===== src/rtl/filter_sample_sequencer.sv =====
// filter_sample_sequencer
//   Sequences the shared time-multiplexed FIR/IIR/MAF filter engine. A
//   programmable divider produces sample ticks. Each accepted tick latches
//   the input sample, strobes the engine for one cycle and waits SETTLE
//   cycles for the engine's phase sequence to finish. The three results are
//   then captured into a small show-ahead FIFO that a valid/ready consumer
//   drains.
//
// Ports
//   clk, rst        clock, synchronous active-high reset
//   enable_i        run the sample divider (0 = no new ticks)
//   div_i           sample period minus 1, in clk cycles
//   x_in_i          input sample, latched on an accepted tick
//   flt_en_o        one-cycle strobe to the filter core
//   flt_x_o         held sample presented to the filter core
//   y_fir_i/y_iir_i/y_maf_i   filter core results
//   out_valid_o     FIFO head valid
//   out_ready_i     consumer accepts the head
//   out_fir_o/out_iir_o/out_maf_o  FIFO head results
//   busy_o          a conversion is in flight
//   overrun_o       sticky: a tick or a result was dropped
//   overrun_clr_i   clears overrun_o (a new drop in the same cycle wins)
//
// state   | meaning
// --------+--------------------------------------------------
// IDLE    | waiting for a sample tick
// FIRE    | flt_en strobe to the engine, sample presented
// WAIT    | engine running, counting SETTLE cycles
// CAPTURE | results final, pushed into the FIFO

module filter_sample_sequencer #(
  parameter int N          = 16,
  parameter int DIV_W      = 16,
  parameter int SETTLE     = 17,
  parameter int FIFO_DEPTH = 4
) (
  input  logic             clk,
  input  logic             rst,
  input  logic             enable_i,
  input  logic [DIV_W-1:0] div_i,
  input  logic [N-1:0]     x_in_i,
  output logic             flt_en_o,
  output logic [N-1:0]     flt_x_o,
  input  logic [N-1:0]     y_fir_i,
  input  logic [N-1:0]     y_iir_i,
  input  logic [N-1:0]     y_maf_i,
  output logic             out_valid_o,
  input  logic             out_ready_i,
  output logic [N-1:0]     out_fir_o,
  output logic [N-1:0]     out_iir_o,
  output logic [N-1:0]     out_maf_o,
  output logic             busy_o,
  output logic             overrun_o,
  input  logic             overrun_clr_i
);

  localparam int AW = $clog2(FIFO_DEPTH);
  localparam int PW = AW + 1;
  localparam int WW = $clog2(SETTLE + 1);

  typedef enum logic [1:0] {
    S_IDLE,
    S_FIRE,
    S_WAIT,
    S_CAPTURE
  } state_t;

  // ---------------------------------------------------------------------
  // Sample divider
  // ---------------------------------------------------------------------
  logic [DIV_W-1:0] cnt_q, cnt_d;
  logic             tick;

  assign tick = enable_i && (cnt_q == div_i);

  // A div lowered below the running count is not caught until the count
  // wraps through zero.
  always_comb begin
    cnt_d = '0;
    if (enable_i) begin
      cnt_d = tick ? '0 : cnt_q + DIV_W'(1);
    end
  end

  always_ff @(posedge clk) begin
    if (rst) cnt_q <= '0;
    else     cnt_q <= cnt_d;
  end

  // ---------------------------------------------------------------------
  // Conversion FSM
  // ---------------------------------------------------------------------
  state_t        state_q;
  logic [WW-1:0] wcnt_q;
  logic          flt_en_q;
  logic [N-1:0]  flt_x_q;

  always_ff @(posedge clk) begin
    if (rst) begin
      state_q  <= S_IDLE;
      wcnt_q   <= '0;
      flt_en_q <= 1'b0;
      flt_x_q  <= '0;
    end else begin
      flt_en_q <= 1'b0;
      case (state_q)
        S_IDLE: begin
          if (tick) begin
            state_q  <= S_FIRE;
            flt_en_q <= 1'b1;
            flt_x_q  <= x_in_i;
          end
        end
        S_FIRE: begin
          state_q <= S_WAIT;
          wcnt_q  <= WW'(SETTLE - 1);
        end
        S_WAIT: begin
          if (wcnt_q == '0) state_q <= S_CAPTURE;
          else              wcnt_q  <= wcnt_q - WW'(1);
        end
        S_CAPTURE: begin
          state_q <= S_IDLE;
        end
        default: begin
          state_q <= S_IDLE;
        end
      endcase
    end
  end

  assign flt_en_o = flt_en_q;
  assign flt_x_o  = flt_x_q;
  assign busy_o   = (state_q != S_IDLE);

  // ---------------------------------------------------------------------
  // Result FIFO (show-ahead, pointers carry one wrap bit)
  // ---------------------------------------------------------------------
  logic [3*N-1:0] mem_q [FIFO_DEPTH];
  logic [PW-1:0]  wr_ptr_q, rd_ptr_q;
  logic           empty, full, push, pop, push_ok, push_drop, tick_drop;
  logic [3*N-1:0] head;

  assign empty = (wr_ptr_q == rd_ptr_q);
  assign full  = (wr_ptr_q[AW] != rd_ptr_q[AW]) &&
                 (wr_ptr_q[AW-1:0] == rd_ptr_q[AW-1:0]);

  assign push      = (state_q == S_CAPTURE);
  assign pop       = !empty && out_ready_i;
  // A pop in the same cycle frees the slot the push needs.
  assign push_ok   = push && (!full || pop);
  assign push_drop = push && full && !pop;
  assign tick_drop = tick && (state_q != S_IDLE);

  always_ff @(posedge clk) begin
    if (rst) begin
      wr_ptr_q <= '0;
      rd_ptr_q <= '0;
      for (int i = 0; i < FIFO_DEPTH; i++) begin
        mem_q[i] <= '0;
      end
    end else begin
      if (push_ok) begin
        mem_q[wr_ptr_q[AW-1:0]] <= {y_fir_i, y_iir_i, y_maf_i};
        wr_ptr_q                <= wr_ptr_q + PW'(1);
      end
      if (pop) begin
        rd_ptr_q <= rd_ptr_q + PW'(1);
      end
    end
  end

  assign head        = mem_q[rd_ptr_q[AW-1:0]];
  assign out_valid_o = !empty;
  assign out_fir_o   = head[3*N-1:2*N];
  assign out_iir_o   = head[2*N-1:N];
  assign out_maf_o   = head[N-1:0];

  // ---------------------------------------------------------------------
  // Sticky overrun flag
  // ---------------------------------------------------------------------
  logic overrun_q, overrun_d;

  assign overrun_d = (overrun_q && !overrun_clr_i) || tick_drop || push_drop;

  always_ff @(posedge clk) begin
    if (rst) overrun_q <= 1'b0;
    else     overrun_q <= overrun_d;
  end

  assign overrun_o = overrun_q;

endmodule

===== config.mk =====
export PLATFORM = sky130hd
export DESIGN_NAME = filter_sample_sequencer
export DESIGN_NICKNAME = d
export VERILOG_FILES = /design/src/rtl/filter_sample_sequencer.sv
export SDC_FILE = /design/constraint.sdc
export NUM_CORES = 1
export LEC_CHECK = 0
export CAP_MARGIN = 20
export CORE_ASPECT_RATIO = 1.2
export CORE_UTILIZATION = 49
export CTS_CLUSTER_SIZE = 24
export DETAILED_ROUTE_END_ITERATION = 7
export GPL_TIMING_DRIVEN = 0
export PLACE_DENSITY = 0.82
export SLEW_MARGIN = 0
export SYNTH_ARGS = -nofsm -noshare
export SYNTH_HDL_FRONTEND = slang
export SYNTH_SLANG_ARGS = --single-unit

===== constraint.sdc =====
create_clock -name clk -period 5 [get_ports clk]
set_input_delay 0.5 -clock clk [delete_from_list [all_inputs] [get_ports clk]]
set_output_delay 0.5 -clock clk [all_outputs]
set_load 0.01 [all_outputs]

==> results by group, run 1 <==
Status
  • Status: finished, final reports clean

Clocking
  • Worst-Skew Late Latency: ~0.53 ns
  • Worst-path clk slew: ~0.06 ns
  • Post-CTS resize count: 0
  • Hold-fix buffers, CTS: 0
  • Clock tree from TritonCTS: done
  • Maximum clock path buffer count: 3
  • Clock sink count: 241
  • Clock Tree Root: clkbuf_16
  • Number of buffers created by CTS: 24
  • Post-CTS setup buffer count: 0
  • Max H-tree Level: 1

Worst setup path
  • Worst Path Required: 4.50 ns
  • Capturing element type of the critical path: output pin
  • Crit path arrival time: 2.87 ns
  • Nature of the critical path startpoint: flop
  • Biggest fanout along the worst timing path: 10
  • Class of the most critical setup path: reg -> out

Floorplanning
  • I/O pins: between 150 and 200
  • Placeable core area: about 22,000 µm²
  • Die height: roughly 160 µm
  • Number of core rows: between 50 and 60
  • Total die area: 22,600 µm²
  • Effective utilization at floorplan: 49.8%
  • Die X: 137 µm

Finish
  • Layout fillers: 1,581
  • Storage element area: approximately 6700 µm²
  • Area used by multi-input combinational logic: between 3000 and 4000 µm²
  • Final-stage net count: 1,015
  • Area added between synthesis and finish: 25.3%
  • Fraction of layout instances using a drive strength above 1: 15.9%

Route
  • Vias per std cell: 5.37
  • Number of vias in the routed layout: 6,519
  • First-pass DRT Iterations: 5
  • Violation count after the first detailed-route iteration: between 400 and 500
  • Remaining antenna violation count: 0
  • Wire length per cell after detailed routing: 18.2 µm
  • DRC viols: 0
  • Final wirelength: 22.1 mm

Yosys
  • Count of flip-flops with a built-in enable after synthesis: 192
  • Warnings from Yosys: 0
  • Total of flip-flops plus latches after synthesis: 241
  • Cell types occupying the most area after synthesis: edfxtp_1 54%, and2_1 10%, mux4_2 10%
  • Cell types with the highest counts after synthesis: 192 x edfxtp_1, 180 x and2_1, 49 x dfxtp_1
  • Largest area contributor in the synthesized netlist: edfxtp_1
  • Average cell area after synthesis: 14.6 µm²
  • Number of unique standard cell types used by synthesis: 46
  • Sequential-to-total area share from yosys stat: 62.7%
  • Ys async rst share: 0%
  • Synthesized netlist cell count: 738
  • Synth top area share: between 50 and 60%
  • Most instantiated flip-flop cell in the synthesis netlist: edfxtp_1
  • Leading cell type by number of instances after synthesis: edfxtp_1
  • Net Count, Synth: 833
  • Netlist Area Pre-Place: 10,800 µm²

Global route
  • Wire length of the first global-routing pass: 34.9 mm
  • Overall overflow remaining after global route: 0
  • Pin count of the biggest net entering global routing: 35
  • GR Util All Layers: between 20% and 30%
  • Initial antenna violation count: 1
  • Vias in the first global route: a little under 7,000

Timing
  • Final-report max-slew violation count: 0
  • Slew @ Worst Pin: 0.927 ns
  • Final critical-path share of the clock period: 67.3%
  • Final hold slack: 0.474 ns
  • Crit path setup slack, layout: 1.63 ns
  • Setup repair after global routing missed its margin: no
  • Setup clock skew after layout: 0.0305 ns
  • Min Clock Period, post-route: 3.37 ns
  • Fmax achieved: 297 MHz
  • Fin. Hold Viols: 0
  • Rel. slew slack: a little under two fifths
  • Setup violators final: 0

Place
  • Pre-CTS setup slack: approximately 1.7 ns
  • PortBufs: roughly 150
  • Final weighted congestion of routability-driven global placement: 0.761
  • HPWL Detailed: about 15 mm

Power
  • Clock network fraction of total power: 39.8%
  • Switching component of the power: around 0.00096 W
  • Portion of total power attributed to sequential cells: 51.8%
  • Leakage component of the power: 4.87 nW
  • Worst ir drop on vdd: 0.000454 V
  • Relative contribution of combinational cells to total power: 8.4%
  • Fraction of power spent switching nets: 22.1%
  • Pwr Density: approximately 320 nW/µm²
  • Total internal power: 0.00338 W

Flow run
  • Max-cap violations: 0

Hold path
  • Class of the most critical hold timing path: reg -> reg
cell type report:
| cell class | count | share of cell area, % |
|---|---|---|
| sequential | 241 | 50.0 |
| buffer | 47 | 1.99 |
| inverter | 10 | 0.278 |
| clock buffer | 34 | 5.21 |
| tap | 274 | 2.54 |
| antenna | 1 | 0.0185 |
| timing repair buffer | 156 | 11.9 |
| clock inverter | 10 | 0.482 |
| multi-input combinational | 440 | 27.6 |
power groups by stage:
stage / logic [W] / clock network (W) / registers [W]
after floorplan: 0.000173 / 0 / 0.00229
after global placement: 0.000350 / 0 / 0.00229
after detailed placement: 0.000362 / 0 / 0.00229
after CTS: 0.000366 / 0.00176 / 0.00225
after global routing: 0.000393 / 0.00184 / 0.00225
final: 0.000362 / 0.00173 / 0.00225
registers in the layout (all words and copies together), names as in the netlist, named ones only:
signal     cells
cnt_q         16
flt_en_o       1
flt_x_o       16
mem_q        192
overrun_o      1
rd_ptr_q       3
state_q        2
wcnt_q         5
wr_ptr_q       3
kinds of logic (layout without fill, tap and decap cells):
family / count (synthesis) / count (layout) / share of synthesized area (%)
compound gates: 47 / 47 / 3.17
xor+xnor: 39 / 39 / 3.31
fa+ha+maj: 10 / 10 / 1.16
buf+inv: 57 / 257 / 2.85
flops: 241 / 241 / 62.7
mux: 49 / 49 / 10.1
other cells: 0 / 1 / 0
simple gates: 295 / 295 / 16.7
critical path, stage by stage (launching register included):
cell             delay (ns)
dfxtp_1                0.36
clkbuf_1               0.51
clkbuf_1               0.56
mux4_2                 0.41
clkdlybuf4s50_1        0.50
through the flow:
stage	setup TNS (ns)	total power, W	util, %	std cells	instance area [µm²]
detailed placement	0	0.00265	58.8	1168	12700
global placement	-130.35	0.00264	58.4	1164	12600
global route	0	0.00449	62.4	1212	13500
CTS	0	0.00437	62.4	1212	13500
finish	0	0.00434	62.4	1213	13500
floorplan	0	0.00246	-	738	10800
final timing paths:
check	start	endpoint	slack (ns)	cells after the start
worst max register to register	wr_ptr_q[1]$_SDFFE_PP0P_	mem_q[2][44]$_SDFFCE_PN0P_	2.08	6
worst min register to register	cnt_q[0]$_SDFF_PP0_	cnt_q[0]$_SDFF_PP0_	0.47	1
worst min-delay path	cnt_q[0]$_SDFF_PP0_	cnt_q[0]$_SDFF_PP0_	0.47	1
worst max-delay path	flop	out_fir_o[4]	1.63	4
metal layers:
metal / vias to the layer above / track usage [%] / routed length (µm)
met1: 3195 / 24.3 / 8530
met3: 36 / 3.40 / 1360
met5: - / 0 / 0
met2: 208 / 36.9 / 11600
met4: 0 / 6.64 / 551
li1: 3080 / - / -
placed cells by master, fill, tap and decap left out, drive strengths merged, types with 23 or more instances in the layout:
cell type and instances:
nor2 31, nand4 23, edfxtp 192, and2 196, buf 25, mux4 48, clkbuf 60, xor2 23
clkdlybuf4s50 152, dfxtp 49
No activity file was read; power rests on OpenSTA's default activity.
==> run 2, diff against run 1 <==
Clock period 5 ns to 2.89 ns, I/O delays scaled along.
==> run 2 against run 1 <==
Compared with the run above:
- first-iteration DRC count fell by 13%
- sequential share of layout area fell by 0.35 points
- largest cell class unchanged
- via count rose by 0.87%
- highest routed layer unchanged
- setup slack got worse by 1.5 ns
- cell area rose by 0.70%
- die area did not move
- sequential power rose by 73%
==> results by group, run 2 (synthesized netlist as in run 1, its figures left out) <==
Route
  • Wire length on met2: 12.3 mm
  • DRC viols: 0
  • Number of vias in the routed layout: 6,576
  • First-pass DRT Iterations: 4
  • Wire length on met1: a little under 9 mm
  • Remaining antenna violation count: 0
  • Vias per std cell: 5.40
  • Violation count after the first detailed-route iteration: 431
  • Final wirelength: 23.1 mm
  • Max layer used: met4
  • Met3 wire len: approximately 1.4 mm
  • Wire length per cell after detailed routing: 19.0 µm

Timing
  • Final critical-path share of the clock period: 95.5%
  • Fmax achieved: 363 MHz
  • Rel. slew slack: approximately 42%
  • Slew @ Worst Pin: 0.854 ns
  • Min Clock Period, post-route: ~2.8 ns
  • Setup violators final: 0
  • Crit path setup slack, layout: 0.131 ns
  • Setup TNS Final: 0 ns
  • Fin. Hold Viols: 0
  • Setup clock skew after layout: 0.0163 ns
  • Final-report max-slew violation count: 0

Hold path
  • Class of the most critical hold timing path: in -> reg
  • Number of instances on the worst hold path: 3

Clocking
  • Clock tree from TritonCTS: done
  • Clock Tree Root: clkbuf_16
  • Worst-Skew Late Latency: 0.51 ns
  • Number of buffers created by CTS: 24
  • Worst-path clk slew: approximately 0.070 ns
  • Maximum clock path buffer count: 3
  • Clock sink count: 241
  • Max H-tree Level: 1

Global route
  • Pin count of the biggest net entering global routing: 35
  • Wire length of the first global-routing pass: 35.6 mm
  • Initial antenna violation count: 2
  • Overall overflow remaining after global route: 0
  • GR Util All Layers: between 20% and 30%
  • Vias in the first global route: 6,745

Place
  • Final weighted congestion of routability-driven global placement: 0.758
  • HPWL Detailed: 15.4 mm
  • Placed cell areas: 12,700 µm²
  • Pre-CTS setup slack: -0.177 ns
  • PortBufs: 152

Floorplanning
  • Die X: 137 µm
  • Die height: between 150 and 200 µm
  • Effective utilization at floorplan: 49.8%
  • Placeable core area: 21,600 µm²
  • Total die area: roughly 23,000 µm²
  • I/O pins: 153
  • Number of core rows: 59

Power
  • Worst ir drop on vdd: 0.000516 V
  • Leakage component of the power: 4.89 nW
  • Clock network fraction of total power: between 40% and 50%
  • Total internal power: 0.00592 W
  • Portion of total power attributed to sequential cells: between 50% and 60%
  • Relative contribution of combinational cells to total power: 8.5%
  • PnR Total Power: between 0.007 and 0.008 W
  • Fraction of power spent switching nets: 22.2%
  • Pwr Density: 560 nW/µm²
  • Switching component of the power: ~0.0017 W

Worst setup path
  • Nature of the critical path startpoint: flop
  • Capturing element type of the critical path: output pin
  • Crit path arrival time: 2.47 ns
  • Biggest fanout along the worst timing path: 10
  • Class of the most critical setup path: reg -> out
  • Worst path cell trace: buf_4, buf_4, mux4_2, clkdlybuf4s50_1
  • Slowest library cell on the worst path: mux4_2
  • Worst Path Required: approximately 2.6 ns
  • Count of cells along the worst register-to-register path: 7
  • Number of buffers and inverters on the critical path: 3
  • Top cell family by delay on the critical path: buffers and inverters
  • Largest stage delay on the critical path: between 0.5 and 0.6 ns
  • Most prevalent standard cell on the critical path: buf_4
  • Cell depth of the worst setup path: 4

Finish
  • Layout fillers: 1,566
  • Fraction of layout instances using a drive strength above 1: between 15 and 20%
  • Area added between synthesis and finish: 26.2%
  • Commonest non-fill, non-tap cells in the layout: 192 x edfxtp_1, 180 x and2_1, 152 x clkdlybuf4s50_1
  • Reg with most FFs: mem_q
  • Most common cell after layout, fill and taps aside: edfxtp_1
  • Area used by multi-input combinational logic: roughly 3700 µm²
  • Final-stage net count: 1,019
  • Final core occ: a little over three fifths
  • Max reg flops: 192
  • Storage element area: 6750 µm²
  • Post-route cell area: 13,600 µm²

Status
  • Status: finished, final reports clean

Flow run
  • Max-cap violations: 0
run 2: cell type report:
class / count / area share, %
Clock inverter: 14 / 1.00
Inverter: 10 / 0.295
Sequential cell: 241 / 49.7
Clock buffer: 29 / 4.72
Buffer: 46 / 2.04
Antenna cell: 2 / 0.0368
Multi-Input combinational cell: 440 / 27.5
Tap cell: 274 / 2.52
Timing Repair Buffer: 161 / 12.2
run 2: worst register-to-register path, delay by kind of cell (launching register included):
family,cells,cell delay [ns]
AND/OR/NAND/NOR,2,0.62
AO/OA/AOI/OAI,1,0.17
buffers and inverters,3,0.76
XOR/XNOR,1,0.28
flip-flops,1,0.55
run 2: per-layer routing:
| metal | global-route usage (%) | vias to the layer above |
|---|---|---|
| met1 | 24.8 | 3215 |
| met3 | 3.40 | 40 |
| met5 | 0 | - |
| met2 | 38.1 | 229 |
| li1 | - | 3092 |
| met4 | 6.59 | 0 |
run 2: final timing paths:
check | endpoint | start | slack, ns
max | out_fir_o[1] | flop | 0.13
min | flt_x_o[12]$_SDFFE_PP0P_ | x_in_i[12] | 0.35
max reg2reg | mem_q[0][47]$_SDFFCE_PN0P_ | wr_ptr_q[0]$_SDFFE_PP0P_ | 0.18
min reg2reg | flt_x_o[13]$_SDFFE_PP0P_ | flt_x_o[13]$_SDFFE_PP0P_ | 0.47
run 2: power groups by stage:
stage | combinational (W) | clock (W) | sequential (W)
after detailed placement | 0.000643 | 0 | 0.00396
after floorplan | 0.000301 | 0 | 0.00395
after global placement | 0.000611 | 0 | 0.00396
after CTS | 0.000647 | 0.00312 | 0.00389
final | 0.000648 | 0.00307 | 0.00389
after global routing | 0.000699 | 0.00326 | 0.00390
run 2: timing repair:
item / in CTS / in global routing
resized for setup: 9 / 3
hold buffers: 0 / 0
hold endpoints to repair: 0 / 0
setup buffers: 0 / 4
pin swaps: 0 / 1
endpoints found under the setup margin: 84 / 35
run 2: per-stage QoR:
stage | hold WS, ns | std cells
finish | 0.345 | 1217
global route | 0.346 | 1217
CTS | 0.331 | 1211
detailed placement | 0.462 | 1169
global placement | 0.450 | 1164
floorplan | 0.436 | 738
==> run 3, diff against run 2 <==
Settings changed: SKIP_LAST_GASP set to 1.
==> results of run 3 <==
Final layout, timing and power as in run 2 (identical DEF).
